## src/rtl/mem_port_arbiter_if.sv

```systemverilog
`default_nettype none
// ============================================================================
// Module   : mem_port_arbiter_if
// Brief    : Fetch, load/store and memory-side signals of the shared memory port
// Revision : 1.0
// ============================================================================
interface mem_port_arbiter_if #(
    parameter int ADDR_W = 16,
    parameter int DATA_W = 16
);
    logic              if_req;
    logic [ADDR_W-1:0] if_addr;
    logic              if_ack;
    logic [DATA_W-1:0] if_rdata;

    logic              d_req;
    logic              d_we;
    logic [ADDR_W-1:0] d_addr;
    logic [DATA_W-1:0] d_wdata;
    logic              d_ack;
    logic [DATA_W-1:0] d_rdata;

    logic [ADDR_W-1:0] mem_addr;
    logic              mem_we;
    logic [DATA_W-1:0] mem_wdata;
    logic [DATA_W-1:0] mem_rdata;

    // Arbiter side
    modport slave (
        input  if_req, if_addr, d_req, d_we, d_addr, d_wdata, mem_rdata,
        output if_ack, if_rdata, d_ack, d_rdata, mem_addr, mem_we, mem_wdata
    );

    // Requesters and memory array side
    modport master (
        output if_req, if_addr, d_req, d_we, d_addr, d_wdata, mem_rdata,
        input  if_ack, if_rdata, d_ack, d_rdata, mem_addr, mem_we, mem_wdata
    );
endinterface
`default_nettype wire

```

## src/rtl/mem_port_arbiter.sv

```systemverilog
`default_nettype none
// ============================================================================
// Module   : mem_port_arbiter
// Brief    : Data-priority arbiter for the shared program/data memory port
// Revision : 1.0
// ============================================================================
module mem_port_arbiter #(
    parameter int ADDR_W     = 16,
    parameter int DATA_W     = 16,
    parameter int STARVE_MAX = 3
) (
    input  logic               clk,
    input  logic               rst_n,
    mem_port_arbiter_if.slave  bus
);

    localparam int CNT_W = (STARVE_MAX > 0) ? $clog2(STARVE_MAX + 1) : 1;
    localparam logic [CNT_W-1:0] CNT_MAX = CNT_W'(STARVE_MAX);

    typedef enum logic [1:0] {
        IDLE   = 2'd0,
        ACCESS = 2'd1,
        RESP   = 2'd2
    } state_t;

    state_t            state;
    state_t            state_nxt;
    logic              owner;      // 1 = load/store unit, 0 = fetch unit
    logic              we_q;
    logic [ADDR_W-1:0] addr_q;
    logic [DATA_W-1:0] wdata_q;
    logic [DATA_W-1:0] if_rdata_q;
    logic [DATA_W-1:0] d_rdata_q;
    logic [CNT_W-1:0]  starve_cnt;

    logic starved;
    logic grant_d;
    logic grant_if;

    always_comb begin
        starved  = bus.if_req && (starve_cnt == CNT_MAX);
        grant_d  = bus.d_req && !starved;
        grant_if = bus.if_req && !grant_d;
    end

    always_comb begin
        state_nxt = state;
        case (state)
            IDLE:    if (grant_d || grant_if) state_nxt = ACCESS;
            ACCESS:  state_nxt = RESP;
            RESP:    state_nxt = IDLE;
            default: state_nxt = IDLE;
        endcase
    end

    always_ff @(posedge clk or negedge rst_n) begin
        if (!rst_n) begin
            state <= IDLE;
        end else begin
            state <= state_nxt;
        end
    end

    always_ff @(posedge clk or negedge rst_n) begin
        if (!rst_n) begin
            owner      <= 1'b0;
            we_q       <= 1'b0;
            addr_q     <= '0;
            wdata_q    <= '0;
            if_rdata_q <= '0;
            d_rdata_q  <= '0;
            starve_cnt <= '0;
        end else begin
            if (state == IDLE) begin
                if (grant_d) begin
                    owner   <= 1'b1;
                    we_q    <= bus.d_we;
                    addr_q  <= bus.d_addr;
                    wdata_q <= bus.d_wdata;
                end else if (grant_if) begin
                    owner  <= 1'b0;
                    we_q   <= 1'b0;
                    addr_q <= bus.if_addr;
                end
                // Only data wins taken against a waiting fetch count toward starvation
                if (!bus.if_req || grant_if) begin
                    starve_cnt <= '0;
                end else if (grant_d && (starve_cnt != CNT_MAX)) begin
                    starve_cnt <= starve_cnt + 1'b1;
                end
            end
            if ((state == ACCESS) && !(owner && we_q)) begin
                if (owner) begin
                    d_rdata_q <= bus.mem_rdata;
                end else begin
                    if_rdata_q <= bus.mem_rdata;
                end
            end
        end
    end

    // Decoded from state so that an asynchronous reset clears them at once
    assign bus.mem_we    = (state == ACCESS) && owner && we_q;
    assign bus.if_ack    = (state == RESP) && !owner;
    assign bus.d_ack     = (state == RESP) && owner;
    assign bus.mem_addr  = addr_q;
    assign bus.mem_wdata = wdata_q;
    assign bus.if_rdata  = if_rdata_q;
    assign bus.d_rdata   = d_rdata_q;

endmodule
`default_nettype wire

```

## src/flat_wrapper.sv

```systemverilog
// flat-port wrapper written by rule: the top's interface ports become plain ports
module mem_port_arbiter_flat 
#(
    parameter int ADDR_W     = 16,
    parameter int DATA_W     = 16,
    parameter int STARVE_MAX = 3
)
  (clk, rst_n, bus_if_req, bus_if_addr, bus_d_req, bus_d_we, bus_d_addr, bus_d_wdata, bus_mem_rdata, bus_if_ack, bus_if_rdata, bus_d_ack, bus_d_rdata, bus_mem_addr, bus_mem_we, bus_mem_wdata);
  mem_port_arbiter_if #(.ADDR_W(ADDR_W), .DATA_W(DATA_W)) bus_i ();
  input  logic clk;
  input  logic rst_n;
  input wire logic [$bits(bus_i.if_req)-1:0] bus_if_req;
  input wire logic [$bits(bus_i.if_addr)-1:0] bus_if_addr;
  input wire logic [$bits(bus_i.d_req)-1:0] bus_d_req;
  input wire logic [$bits(bus_i.d_we)-1:0] bus_d_we;
  input wire logic [$bits(bus_i.d_addr)-1:0] bus_d_addr;
  input wire logic [$bits(bus_i.d_wdata)-1:0] bus_d_wdata;
  input wire logic [$bits(bus_i.mem_rdata)-1:0] bus_mem_rdata;
  output wire logic [$bits(bus_i.if_ack)-1:0] bus_if_ack;
  output wire logic [$bits(bus_i.if_rdata)-1:0] bus_if_rdata;
  output wire logic [$bits(bus_i.d_ack)-1:0] bus_d_ack;
  output wire logic [$bits(bus_i.d_rdata)-1:0] bus_d_rdata;
  output wire logic [$bits(bus_i.mem_addr)-1:0] bus_mem_addr;
  output wire logic [$bits(bus_i.mem_we)-1:0] bus_mem_we;
  output wire logic [$bits(bus_i.mem_wdata)-1:0] bus_mem_wdata;
  assign bus_i.if_req = bus_if_req;
  assign bus_i.if_addr = bus_if_addr;
  assign bus_i.d_req = bus_d_req;
  assign bus_i.d_we = bus_d_we;
  assign bus_i.d_addr = bus_d_addr;
  assign bus_i.d_wdata = bus_d_wdata;
  assign bus_i.mem_rdata = bus_mem_rdata;
  assign bus_if_ack = bus_i.if_ack;
  assign bus_if_rdata = bus_i.if_rdata;
  assign bus_d_ack = bus_i.d_ack;
  assign bus_d_rdata = bus_i.d_rdata;
  assign bus_mem_addr = bus_i.mem_addr;
  assign bus_mem_we = bus_i.mem_we;
  assign bus_mem_wdata = bus_i.mem_wdata;
  mem_port_arbiter #(.ADDR_W(ADDR_W), .DATA_W(DATA_W), .STARVE_MAX(STARVE_MAX)) u_core (.clk(clk), .rst_n(rst_n), .bus(bus_i));
endmodule
```

## config.mk

```make
export PLATFORM = sky130hd
export DESIGN_NAME = mem_port_arbiter_flat
export DESIGN_NICKNAME = d
export VERILOG_FILES = /design/src/rtl/mem_port_arbiter_if.sv /design/src/rtl/mem_port_arbiter.sv /design/src/flat_wrapper.sv
export SDC_FILE = /design/constraint.sdc
export NUM_CORES = 1
export LEC_CHECK = 0
export CAP_MARGIN = 20
export CORE_MARGIN = 8
export CORE_UTILIZATION = 40
export CTS_CLUSTER_SIZE = 28
export DETAILED_ROUTE_END_ITERATION = 7
export DONT_BUFFER_PORTS = 1
export GPL_ROUTABILITY_DRIVEN = 1
export GPL_TIMING_DRIVEN = 0
export SLEW_MARGIN = 40
export SYNTH_ARGS = -nofsm -noshare
export SYNTH_HDL_FRONTEND = slang
export SYNTH_SLANG_ARGS = --single-unit
export TNS_END_PERCENT = 100
```

## constraint.sdc

```tcl
create_clock -name clk -period 2.6 [get_ports clk]
set_input_delay 0.65 -clock clk [delete_from_list [all_inputs] [get_ports clk]]
set_output_delay 0.65 -clock clk [all_outputs]
set_load 0.005 [all_outputs]
```

# Word-level counts from Yosys, hierarchy flattened
# Cells that the tools add are included.
classes:
  n_eq_ne: 5
  n_reduce_logical: 25
  mux: 9
  addsub: 1
  n_bitwise: 1
ops:
  columns: ["cell", "count"]
  rows:
  - ["16-bit 2-to-1 mux", 2]
  - ["1-bit logical AND", 10]
  - ["2-bit AND reduction", 5]
  - ["2-bit 2-to-1 mux", 3]
  - ["1-bit zero test", 5]
  - ["2-bit equality test (second input constant)", 2]
  - ["2-bit one-hot mux with 2 select lines", 1]
  - ["2-bit nonzero test", 2]
  - ["1-bit 2-to-1 mux", 3]
  - ["2-bit by 1-bit adder with 2-bit output (second input constant)", 1]
  - ["2-bit by 1-bit equality test with 1-bit output (second input constant)", 1]
  - ["2-bit zero test", 1]
  - ["1-bit logical OR", 2]
  - ["2-bit by 1-bit != test with 1-bit output (second input constant)", 1]
  - ["2-bit != test (second input constant)", 1]
  - ["1-bit NOT", 1]
totals:
  regBits: 70
  word_cells: 49
  output_inout_bits: 67
  in_bits: 69

# Longest topological paths before layout
logic_depth:
  ltp_word: 9
  mapped_depth: 6
  ltp_nobuf: 4

# Least setup slack after synthesis
# No wires, ideal clock.
synth_path:
  kind: "input-to-reg"
  from: "in bus_d_req"
  to: "reg u_core.wdata_q[0], in the netlist u_core.bus.mem_wdata[0]"
  arrival_time_ns: 1.491
  setup_time_ns: 0.125
  slack_ns: 0.984
  n_path_buf: 1
  stages: 4
  required_time_ns: 2.475
  path_cell_list: "a21boi_4 > nand2_4 > buf_6 > mux2_4"
synth_between:
  elab_chain_len: 2
synth_rtl:
  columns: ["item", "line_no", "rtl"]
  rows:
  - ["from (decl)", "flat_wrapper.sv:14", "input wire logic [$bits(bus_i.d_req)-1:0] bus_d_req;"]
  - ["1-bit logical AND", "mem_port_arbiter.sv:42", "grant_d = bus.d_req && !starved;"]
  - ["2-bit AND reduction (no line)", null, null]
  - ["to (signal assigned)", "mem_port_arbiter.sv:79", "wdata_q <= bus.d_wdata;"]
  - ["to (decl)", "mem_port_arbiter.sv:31", "logic [DATA_W-1:0] wdata_q;"]
# No other way between the ends.
# A chain may end at the register's enable or synchronous reset.

# Worst setup path in the final report
layout_path:
  from: "reg u_core.state[1]"
  to: "out bus_if_ack"
layout_between:
  elab_chain_len: 2
layout_rtl:
  columns: ["item", "line_no", "rtl"]
  rows:
  - ["from (decl)", "mem_port_arbiter.sv:26", "state_t state;"]
  - ["from (signal assigned)", "mem_port_arbiter.sv:60", "state <= state_nxt;"]
  - ["2-bit equality test", "mem_port_arbiter.sv:104", "assign bus.if_ack = (state == RESP) && !owner;"]
  - ["1-bit logical AND", "mem_port_arbiter.sv:104", null]
  - ["to (decl)", "flat_wrapper.sv:19", "output wire logic [$bits(bus_i.if_ack)-1:0] bus_if_ack;"]
# No other way between the ends.

==> results.toml <==
[clock_tree]
cts_buffer_depth = 2
cts-buffers-inserted = 9
cts_tree = "built"
cts_sinks = 70
ctsHtreeMaxLevel = 3
ctsResizeCount = 0
root_buffer = "clkbuf_8"
clkTransAtPathRegs_ps = 80
insertion_delay_ps = 340

[synthesis]
ys_warn_count = 0
synth.avg_cell_area_sq_um = 14.10
yosysUniqueCellTypes = 28
yosys.area.top_type = "dfrtp_1"
yosys-top-cells-area = "dfrtp_1 56%, mux2_2 9.8%, mux2_4 9.2%"
syn_area_sq_um = 3103
synth-seq-cells = 70
synth_top_area_share_pct = 56.45
postSynthCellCount = 220
synth_nets = 290
seq_area_frac_synth_pct = 56.45

[route]
drtAntennaViolNets = 0
drc_errors = 0
num_vias = 1772
drt_wl_total_um = 6792
drt_pass1_iterations = 4
wire_per_inst_um = 20.04
via_per_inst = 5.227
drt-initial-drc-count = 45

[cells_and_area]
diodes = 0
design_area_sq_um = 3491
final_nets = 302
nFillCells = 714
area_growth_syn_to_layout_pct = 12.50
drive_gt1_share_pct = 37.55

[timing]
fmax_mhz = 536.0
worst_slack_ps = 734.3
setup_viol = 0
fin_crit_sh_pct = 71.76
rsz0062_at_grt = "no"
fin_crit_ps = 1866
relSlewSlack_pct = 68.94
worst-slew-pin-transition_ps = 465.9
hold_viol_final = 0
slew_viol_final = 0
skew_ps = 9.965
tns_ps = 0
holdWs_ps = 183.6

[placement]
io_buffer_count = 0
dp_slack_ps = 741.4
place_area_sq_um = 3231
dpl.hpwl_um = 4964
gp_congestion = 0.6659

[floorplan]
fp.dieW_um = 104.1
dieArea_sq_um = 10830
initial_core_util_pct = 40.79
boundaryPins = 136
core_sq_um = 7607
rows = 32
die_h_um = 104.1

[worst_setup_path]
worstPathRequired_ps = 1950
slowest_delay_ps = 460
start_kind = "flip-flop"
cp_top_family = "flip-flops"
path_buf_inv = 0
path_max_fanout = 6
cp_data_arrival_time_ps = 1220
critical_path_class = "flip-flop to output pin"
crit_slowest_cell = "dfrtp_1"
cp_cell_sequence = "nor3b_1"
end_kind = "output pin"

[grt]
grtUsageMet3_pct = 8.055
grt_use_total_pct = 12.91
grt_busiest_layer = "met2"
grt_max_degree = 71
grt_pass1_wl_um = 11100
grtUsageMet1_pct = 15.23
grt_pass1_vias = 1952
met2_usage_pct = 18.15
antenna_found_initial = 0
overflow = 0

[pwr]
cellPowerDensity_nw_per_um2 = 1322
power.total_mw = 4.614
power.static_leakage_nw = 1.498
vdd_ir_drop_max_mv = 0.5883

[hold_path]
hold_path.class = "input port to async pin"

[job]
drv_cap = 0

[status]
outcome = "completed"
registers in the layout, summed over array words and instances (netlist names):
name	flops
u_core.we_q	1
u_core.bus.d_rdata	16
u_core.owner	1
u_core.bus.if_rdata	16
u_core.bus.mem_addr	16
u_core.starve_cnt	2
u_core.bus.mem_wdata	16
u_core.state	2
power by group:
| group | total (mW) | switching [mW] | internal [mW] |
|---|---|---|---|
| combinational | 1.50 | 0.614 | 0.881 |
| clock | 0.999 | 0.407 | 0.593 |
| sequential | 2.12 | 0.467 | 1.65 |
| total | 4.61 | 1.49 | 3.13 |
kinds of logic (layout without fill, tap and decap cells):
family                     after synthesis  in the layout  synth area share, %
adders and majority gates                1              1               0.4032
and+or+nand+nor                         45             45                6.855
muxes                                   48             48                19.72
buffers and inverters                   16             33                4.516
AOI/OAI and AO/OA                       40             40                12.06
DFF                                     70             70                56.45
cells in the mapped netlist:
master	n
mux2_2	27
or2_1	1
nor3b_1	2
buf_12	1
a21oi_1	16
clkbuf_1	2
buf_8	1
buf_2	3
a21boi_4	1
nor2b_4	1
mux2_1	2
nand3_1	3
nor2_1	1
buf_6	6
ha_1	1
nand2_1	32
dfrtp_1	70
and2_1	1
mux2_4	19
a31oi_1	7
and3_1	2
inv_1	2
o21ai_0	6
buf_4	1
nand2_4	1
a31oi_4	9
a21bo_2	1
and2_4	1
stage by stage:
stage               std cells  util, %
CTS                       339    45.89
global placement          322    42.47
finish                    339    45.89
floorplan                 220        -
detailed placement        322    42.47
global route              339    45.89
repair_timing:
item / in CTS / in global routing
endpoints found under the hold margin: 70 / 0
hold buffers: 1 / 0
buffers inserted: 0 / 0
cell usage in the layout (no fill, tap or decap), drive strengths merged, types with 2 or more instances in the layout:
cell type  instances
nand2             33
a21oi             16
and2               2
clkbuf            13
and3               2
bufinv             2
nor3b              2
clkinv             2
a31oi             16
nand3              3
o21ai              6
mux2              48
buf               13
inv                2
dfrtp             70
cell type report:
cell class	count	area [sq um]	area share (%)
timing repair buffer	1	27.53	0.7885
tap	102	127.6	3.656
inverter	2	7.507	0.2151
clock buffer	11	151.4	4.337
sequential	70	1752	50.18
multi-input combinational	134	1211	34.70
clock inverter	5	81.33	2.330
buffer	14	132.6	3.799
layer usage:
layer,vias to the layer above,wire (um),part of all wire (%)
met3,11,886,13
met1,876,2749,40
met2,94,3044,45
met4,0,111,1.6
met5,-,0,0
li1,791,-,-
path summary, 6_finish.rpt:
kind,startpoint,endpoint,slack (ps),depth (start not counted)
max,u_core.state[1]$_DFFE_PN0P_,bus_if_ack,730,1
min,rst_n,u_core.bus.d_rdata[12]$_DFFE_PN0P_,180,1
max reg2reg,u_core.starve_cnt[0]$_DFFE_PN0P_,u_core.bus.mem_addr[12]$_DFFE_PN0P_,770,5
min reg2reg,u_core.starve_cnt[0]$_DFFE_PN0P_,u_core.starve_cnt[0]$_DFFE_PN0P_,520,1
max in group asynchronous,rst_n,u_core.bus.mem_wdata[0]$_DFFE_PN0P_,2130,1
min in group clk,bus_if_addr[14],u_core.bus.mem_addr[14]$_DFFE_PN0P_,440,2
Power figures use the tool's default switching activity.
